--- src/rtl/pool_writeback.sv ---
// pool_writeback: turns tagged pooled int8 samples into coalesced word writes.
// Optional bounds check on the pooled coords: define POOL_WB_BOUNDS_CHECK_EN.
//
// Ports:
//   clk, reset          clock, asynchronous active-high reset
//   start               per-layer clear of written count, overflow, oob_err, done
//   cfg_base_addr       byte base address of the output plane
//   cfg_out_w/out_h     pooled plane width / height (height used by bounds check)
//   cfg_total           pooled pixels expected for the layer
//   in_valid/row/col/   pooled sample, tagged with the pre-pool block origin
//   in_data
//   mem_req_*           word write request: valid/ready, word address,
//   mem_addr/wdata/be   32-bit data, byte enables (unused lanes are 0)
//   overflow            sticky, a sample was dropped on a full FIFO
//   busy                stage 1, FIFO or write FSM still holds data
//   done                one-cycle pulse once the written count reaches cfg_total
//   oob_err             sticky, an out-of-bounds sample was dropped (macro only)
module pool_writeback #(
    parameter int N_BITS     = 10,
    parameter int FILTER_H   = 2,
    parameter int FILTER_W   = 2,
    parameter int ADDR_W     = 16,
    parameter int FIFO_DEPTH = 8
) (
    input  logic                clk,
    input  logic                reset,
    input  logic                start,
    input  logic [ADDR_W-1:0]   cfg_base_addr,
    input  logic [N_BITS-1:0]   cfg_out_w,
    input  logic [N_BITS-1:0]   cfg_out_h,
    input  logic [ADDR_W-1:0]   cfg_total,
    input  logic                in_valid,
    input  logic [N_BITS-1:0]   in_row,
    input  logic [N_BITS-1:0]   in_col,
    input  logic [7:0]          in_data,
    output logic                mem_req_valid,
    input  logic                mem_req_ready,
    output logic [ADDR_W-3:0]   mem_addr,
    output logic [31:0]         mem_wdata,
    output logic [3:0]          mem_be,
    output logic                overflow,
    output logic                busy,
    output logic                done
`ifdef POOL_WB_BOUNDS_CHECK_EN
    ,
    output logic                oob_err
`endif
);

    localparam int SH_H = $clog2(FILTER_H);
    localparam int SH_W = $clog2(FILTER_W);
    localparam int PW   = $clog2(FIFO_DEPTH);
    localparam int WA   = ADDR_W - 2;

    localparam logic [1:0] S_IDLE  = 2'd0;
    localparam logic [1:0] S_ACCUM = 2'd1;
    localparam logic [1:0] S_ISSUE = 2'd2;

    generate
        if ((FILTER_H & (FILTER_H - 1)) != 0 || FILTER_H < 1)
            $error("FILTER_H must be a power of two");
        if ((FILTER_W & (FILTER_W - 1)) != 0 || FILTER_W < 1)
            $error("FILTER_W must be a power of two");
        if ((FIFO_DEPTH & (FIFO_DEPTH - 1)) != 0 || FIFO_DEPTH < 2)
            $error("FIFO_DEPTH must be a power of two >= 2");
    endgenerate

    typedef struct packed {
        logic [WA-1:0] waddr;
        logic [1:0]    lane;
        logic [7:0]    data;
    } entry_t;

    function automatic logic [2:0] popcount4(input logic [3:0] b);
        return {2'b0, b[0]} + {2'b0, b[1]} + {2'b0, b[2]} + {2'b0, b[3]};
    endfunction

    // ---------------- stage 1: tag -> byte address ----------------
    logic [N_BITS-1:0] pr;
    logic [N_BITS-1:0] pc;
    logic [ADDR_W-1:0] byte_addr;
    logic              s1_accept;
    logic              s1_valid;
    entry_t            s1_entry;

    assign pr = in_row >> SH_H;
    assign pc = in_col >> SH_W;

    // Product taken modulo 2^ADDR_W; the address wraps by design.
    assign byte_addr = cfg_base_addr
                     + ADDR_W'(pr) * ADDR_W'(cfg_out_w)
                     + ADDR_W'(pc);

`ifdef POOL_WB_BOUNDS_CHECK_EN
    logic oob;
    assign oob       = (pr >= cfg_out_h) || (pc >= cfg_out_w);
    assign s1_accept = in_valid && !oob;

    always_ff @(posedge clk or posedge reset) begin
        if (reset) begin
            oob_err <= 1'b0;
        end else if (start) begin
            oob_err <= 1'b0;
        end else if (in_valid && oob) begin
            oob_err <= 1'b1;
        end
    end
`else
    logic unused_cfg_h;
    assign unused_cfg_h = ^cfg_out_h;
    assign s1_accept    = in_valid;
`endif

    always_ff @(posedge clk or posedge reset) begin
        if (reset) begin
            s1_valid <= 1'b0;
            s1_entry <= '0;
        end else begin
            s1_valid <= s1_accept;
            if (s1_accept) begin
                s1_entry.waddr <= byte_addr[ADDR_W-1:2];
                s1_entry.lane  <= byte_addr[1:0];
                s1_entry.data  <= in_data;
            end
        end
    end

    // ---------------- entry FIFO ----------------
    entry_t        fifo_mem [FIFO_DEPTH];
    logic [PW:0]   wptr;
    logic [PW:0]   rptr;
    logic          empty;
    logic          full;
    logic          push;
    logic          pop;
    entry_t        head;

    assign empty = (wptr == rptr);
    assign full  = (wptr[PW] != rptr[PW]) &&
                   (wptr[PW-1:0] == rptr[PW-1:0]);
    assign head  = fifo_mem[rptr[PW-1:0]];
    // A same-cycle pop frees the slot, so a push on full is still taken.
    assign push  = s1_valid && (!full || pop);

    always_ff @(posedge clk) begin
        if (push) begin
            fifo_mem[wptr[PW-1:0]] <= s1_entry;
        end
    end

    always_ff @(posedge clk or posedge reset) begin
        if (reset) begin
            wptr <= '0;
            rptr <= '0;
        end else begin
            if (push) wptr <= wptr + 1'b1;
            if (pop)  rptr <= rptr + 1'b1;
        end
    end

    always_ff @(posedge clk or posedge reset) begin
        if (reset) begin
            overflow <= 1'b0;
        end else if (start) begin
            overflow <= 1'b0;
        end else if (s1_valid && full && !pop) begin
            overflow <= 1'b1;
        end
    end

    // ---------------- coalescing FSM ----------------
    logic [1:0]    state;
    logic [1:0]    state_n;
    logic [WA-1:0] pend_waddr;
    logic [3:0]    pend_be;
    logic [31:0]   pend_wdata;
    logic [3:0]    head_oh;
    logic [31:0]   head_word;
    logic          can_merge;
    logic          load;
    logic          merge;
    logic          hs;

    assign head_oh   = 4'b0001 << head.lane;
    assign head_word = 32'(head.data) << {head.lane, 3'b000};
    // A lane already present forces an issue; the colliding byte
    // then opens the next word instead of overwriting.
    assign can_merge = !empty && (head.waddr == pend_waddr) &&
                       ((pend_be & head_oh) == 4'b0);
    assign hs        = (state == S_ISSUE) && mem_req_ready;

    always_comb begin
        state_n = state;
        pop     = 1'b0;
        load    = 1'b0;
        merge   = 1'b0;
        unique case (state)
            S_IDLE: begin
                if (!empty) begin
                    pop     = 1'b1;
                    load    = 1'b1;
                    state_n = S_ACCUM;
                end
            end
            S_ACCUM: begin
                if (can_merge) begin
                    pop   = 1'b1;
                    merge = 1'b1;
                    if ((pend_be | head_oh) == 4'hF) begin
                        state_n = S_ISSUE;
                    end
                end else begin
                    state_n = S_ISSUE;
                end
            end
            S_ISSUE: begin
                if (mem_req_ready) begin
                    if (!empty) begin
                        pop     = 1'b1;
                        load    = 1'b1;
                        state_n = S_ACCUM;
                    end else begin
                        state_n = S_IDLE;
                    end
                end
            end
            default: begin
                state_n = S_IDLE;
            end
        endcase
    end

    always_ff @(posedge clk or posedge reset) begin
        if (reset) begin
            state      <= S_IDLE;
            pend_waddr <= '0;
            pend_be    <= '0;
            pend_wdata <= '0;
        end else begin
            state <= state_n;
            if (load) begin
                pend_waddr <= head.waddr;
                pend_be    <= head_oh;
                pend_wdata <= head_word;
            end else if (merge) begin
                pend_be    <= pend_be | head_oh;
                pend_wdata <= pend_wdata | head_word;
            end
        end
    end

    assign mem_req_valid = (state == S_ISSUE);
    assign mem_addr      = pend_waddr;
    assign mem_be        = pend_be;
    assign mem_wdata     = pend_wdata;
    assign busy          = s1_valid || !empty || (state != S_IDLE);

    // ---------------- written count / done ----------------
    // One extra bit so the count cannot wrap below a full-range total.
    logic [ADDR_W:0] wr_count;
    logic [ADDR_W:0] cnt_next;
    logic [ADDR_W:0] total_x;

    assign total_x  = {1'b0, cfg_total};
    assign cnt_next = wr_count + (ADDR_W+1)'(popcount4(pend_be));

    always_ff @(posedge clk or posedge reset) begin
        if (reset) begin
            wr_count <= '0;
            done     <= 1'b0;
        end else if (start) begin
            wr_count <= '0;
            done     <= 1'b0;
        end else begin
            done <= 1'b0;
            if (hs) begin
                wr_count <= cnt_next;
                if (cfg_total != '0 && wr_count < total_x &&
                    cnt_next >= total_x) begin
                    done <= 1'b1;
                end
            end
        end
    end

endmodule

--- config.mk ---
export PLATFORM = sky130hd
export DESIGN_NAME = pool_writeback
export DESIGN_NICKNAME = d
export VERILOG_FILES = /design/src/rtl/pool_writeback.sv
export SDC_FILE = /design/constraint.sdc
export NUM_CORES = 1
export LEC_CHECK = 0
export CORE_MARGIN = 2
export CORE_UTILIZATION = 43
export DETAILED_ROUTE_END_ITERATION = 12
export SYNTH_ARGS = -nofsm -noshare
export SYNTH_HDL_FRONTEND = slang
export SYNTH_SLANG_ARGS = --single-unit
--- constraint.sdc ---
create_clock -name clk -period 7.4 [get_ports clk]
set_input_delay 1.11 -clock clk [delete_from_list [all_inputs] [get_ports clk]]
set_output_delay 1.11 -clock clk [all_outputs]
set_load 0.1 [all_outputs]
==> flow_summary.yaml <==
timing:
  setup_tns_ns: 0
  fmax_mhz: 163
  period_share: 0.827
  report.final.slew_viol_count: 0
  holdWs_ns: 0.482
  fin_skew_ns: 0.0430
  rsz0062_at_grt: "no"
  final-setup-viol-count: 0
  hold_viol: 0
  relSlewSlack: 0.308
  worst_slew_pin_slew_ns: 1.04
  timing.final.crit_period_ns: 6.12
floorplan:
  core_um2: 36500
  core.rowCount: 70
  die-area_um2: 38600
  start_util: 0.436
  io_pins: 139
  die_h_um: 197
  dieWidth_um: 197
synthesis:
  async_flop_share: 0.351
  synth-edff-count: 192
  yosysWarnings: 0
  synth_ff_type: "edfxtp_1"
  synth_top_cell_by_area: "edfxtp_1"
  ys_top_cells_by_area: "edfxtp_1 (36%), dfrtp_1 (16%), fa_1 (9.9%)"
  synth-seq-area-share: 0.525
  synthDominantCellAreaShare: 0.362
  synth_cells: 1209
  synthesis.area_um2: 15900
  synth_cell_types: 64
  synth.avg_cell_area_um2: 13.2
  synth-seq-cells: 296
  syn_nets: 1446
pwr:
  p_per_area_nw_per_um2: 443
  power_leakage_nw: 7.70
  p_total_mw: 8.36
  peakVddDrop_mv: 0.256
outcome:
  status: "finished, final reports clean"
critical_path:
  critPathLaunchType: "primary input"
  crit_required_ns: 7.82
  rr_worst_depth: 9
  critPathMaxFanout: 9
  arrival_ns: 6.54
  crit_path_end_kind: "flop"
  path_class: "primary input to flop"
cells_and_area:
  nets: 1578
  final_cells: 1833
  ff_latch_area_um2: 8370
  area_growth_syn_to_layout_pct: 18.5
  multi_input_area_um2: 6840
  fillers: 3125
  drive_above_1_share: 0.131
  antennaDiodeCount: 0
placed_design:
  dpl.cell_count: 1777
  gp_congestion: 0.790
  dp_hpwl_um: 22700
  io_buffers: 126
global_routing:
  grt_pass1_wl_um: 52200
  gr-total-overflow: 0
  grt_pass1_vias: 9602
  grt_max_degree: 62
  antenna_found_initial: 0
  gr-usage-all-layers: 0.171
routing:
  wl_per_cell_um: 17.6
  drcViolationCount: 0
  firstDrtPassIters: 4
  antenna_left: 0
  via_per_inst: 5.09
  via_count: 9328
  finalWirelength_um: 32200
  dr.first_iter.drc_count: 383
clock_network:
  path_clk_slew_ns: 0.06
  cts_resized: 0
  clkSinkCount: 296
  postCtsHoldBufs: 0
  cts_max_level: 1
  clk_latency_ns: 0.57
  cts_buffers: 30
  cts.path.max_buffers: 3
  clk_root_buffer_cell: "clkbuf_16"
  postCtsSetupBuffers: 0
  cts_tree: "yes"
worst_hold_path:
  hp-class: "flop to flop"
  holdPathStages: 2
job:
  maxCapViolCount: 0
registers in the layout, indices dropped and copies added, names as in the netlist:
signal     flops
rptr           4
fifo_mem     192
done           1
mem_wdata     32
wptr           4
state          2
s1_valid       1
wr_count      17
mem_addr      14
mem_be         4
overflow       1
s1_entry      24
cells in the final DEF (no fill, tap or decap), types with 25 or more instances in the layout:
cell type and n:
nand2_1 123, xor2_1 29, xnor2_1 39, nor2_1 32, edfxtp_1 192, ha_1 73, and2_1 39, o21ai_0 25
inv_1 147, mux4_2 37, clkbuf_16 30, fa_1 79, mux2_2 42, clkdlybuf4s50_1 126, dfrtp_1 101, mux2i_1 26
synthesized netlist by cell type (4+ instances only):
| cell | number |
|---|---|
| nand3_1 | 11 |
| ha_1 | 73 |
| nor2b_1 | 10 |
| mux2i_1 | 26 |
| nand4_1 | 7 |
| dfrtp_1 | 104 |
| nor4_1 | 8 |
| nor2_1 | 33 |
| o21ai_1 | 24 |
| o2111ai_1 | 4 |
| o21ai_2 | 9 |
| a21oi_1 | 19 |
| xor2_1 | 29 |
| mux4_2 | 37 |
| buf_6 | 7 |
| nand2_1 | 123 |
| o22ai_1 | 5 |
| a211oi_1 | 4 |
| clkbuf_1 | 30 |
| o21ai_0 | 25 |
| inv_1 | 148 |
| xnor2_1 | 39 |
| edfxtp_1 | 192 |
| fa_1 | 79 |
| nand2b_1 | 5 |
| and3_1 | 5 |
| nor3b_1 | 4 |
| and2_1 | 39 |
| a21o_1 | 6 |
| nor3_1 | 8 |
| buf_2 | 5 |
| mux2_2 | 42 |
| or3_1 | 5 |
routing by layer:
| metal | vias up | wire, um | GRT usage |
|---|---|---|---|
| li1 | 4453 | - | - |
| met1 | 4681 | 15200 | 0.246 |
| met3 | 25 | 1290 | 0.0181 |
| met5 | - | 0 | 0 |
| met4 | 0 | 320 | 0.0269 |
| met2 | 169 | 15400 | 0.288 |
report_power, final:
part / internal, mW / leakage, nW / switching [mW]
Sequential: 2.28 / 3.07 / 0.331
Clock: 1.03 / 0.533 / 0.628
Combinational: 1.53 / 4.10 / 2.56
critical path, stage by stage:
cell	delay, ns
clkdlybuf4s50_1	0.68
nand2_1	0.15
fa_1	0.52
fa_1	0.42
fa_1	0.50
inv_1	0.06
fa_1	0.52
inv_1	0.05
fa_1	0.47
inv_1	0.04
ha_1	0.29
a21boi_0	0.17
o41ai_1	0.73
o21ai_0	0.28
o22ai_1	0.20
xnor2_1	0.08
mux2_2	0.26
worst paths after layout:
check	startpoint	endpoint	slack (ns)
worst max-delay path	cfg_out_w[5]	s1_entry[21]$_DFFE_PP0P_	1.28
worst min-delay path	mem_wdata[13]$_DFFE_PP0P_	mem_wdata[13]$_DFFE_PP0P_	0.48
worst max register to register	rptr[1]$_DFFE_PP0P_	fifo_mem[1][13]$_DFFE_PP_	2.19
worst min register to register	mem_wdata[13]$_DFFE_PP0P_	mem_wdata[13]$_DFFE_PP0P_	0.48
max in group asynchronous	reset	s1_entry[19]$_DFFE_PP0P_	5.18
min in group asynchronous	reset	mem_wdata[4]$_DFFE_PP0P_	0.99
metrics by stage:
stage                util  instance area (um2)  setup slack, ns
floorplan               -                15900             1.67
global placement    0.487                17800            0.700
detailed placement  0.487                17800            0.647
CTS                 0.517                18900             1.23
global route        0.517                18900            0.885
finish              0.517                18900             1.28
cell type report:
cell class	instances	share of cell area
Clock buffer	33	0.0409
Inverter	148	0.0296
Tap cell	468	0.0310
Sequential cell	296	0.443
Timing Repair Buffer	146	0.0754
Clock inverter	23	0.0176
Multi-Input combinational cell	719	0.362
cell families (layout without fill, tap and decap cells):
family / Yosys count / after routing / synth area share
AOI/OAI and AO/OA: 120 / 120 / 0.0477
xor gates and xnor gates: 68 / 68 / 0.0374
adders and majority gates: 152 / 152 / 0.157
buffers and inverters: 194 / 350 / 0.0496
DFF: 296 / 296 / 0.525
muxes: 107 / 107 / 0.0999
and+or+nand+nor: 272 / 272 / 0.0838
No activity file was read; power rests on OpenSTA's default activity.
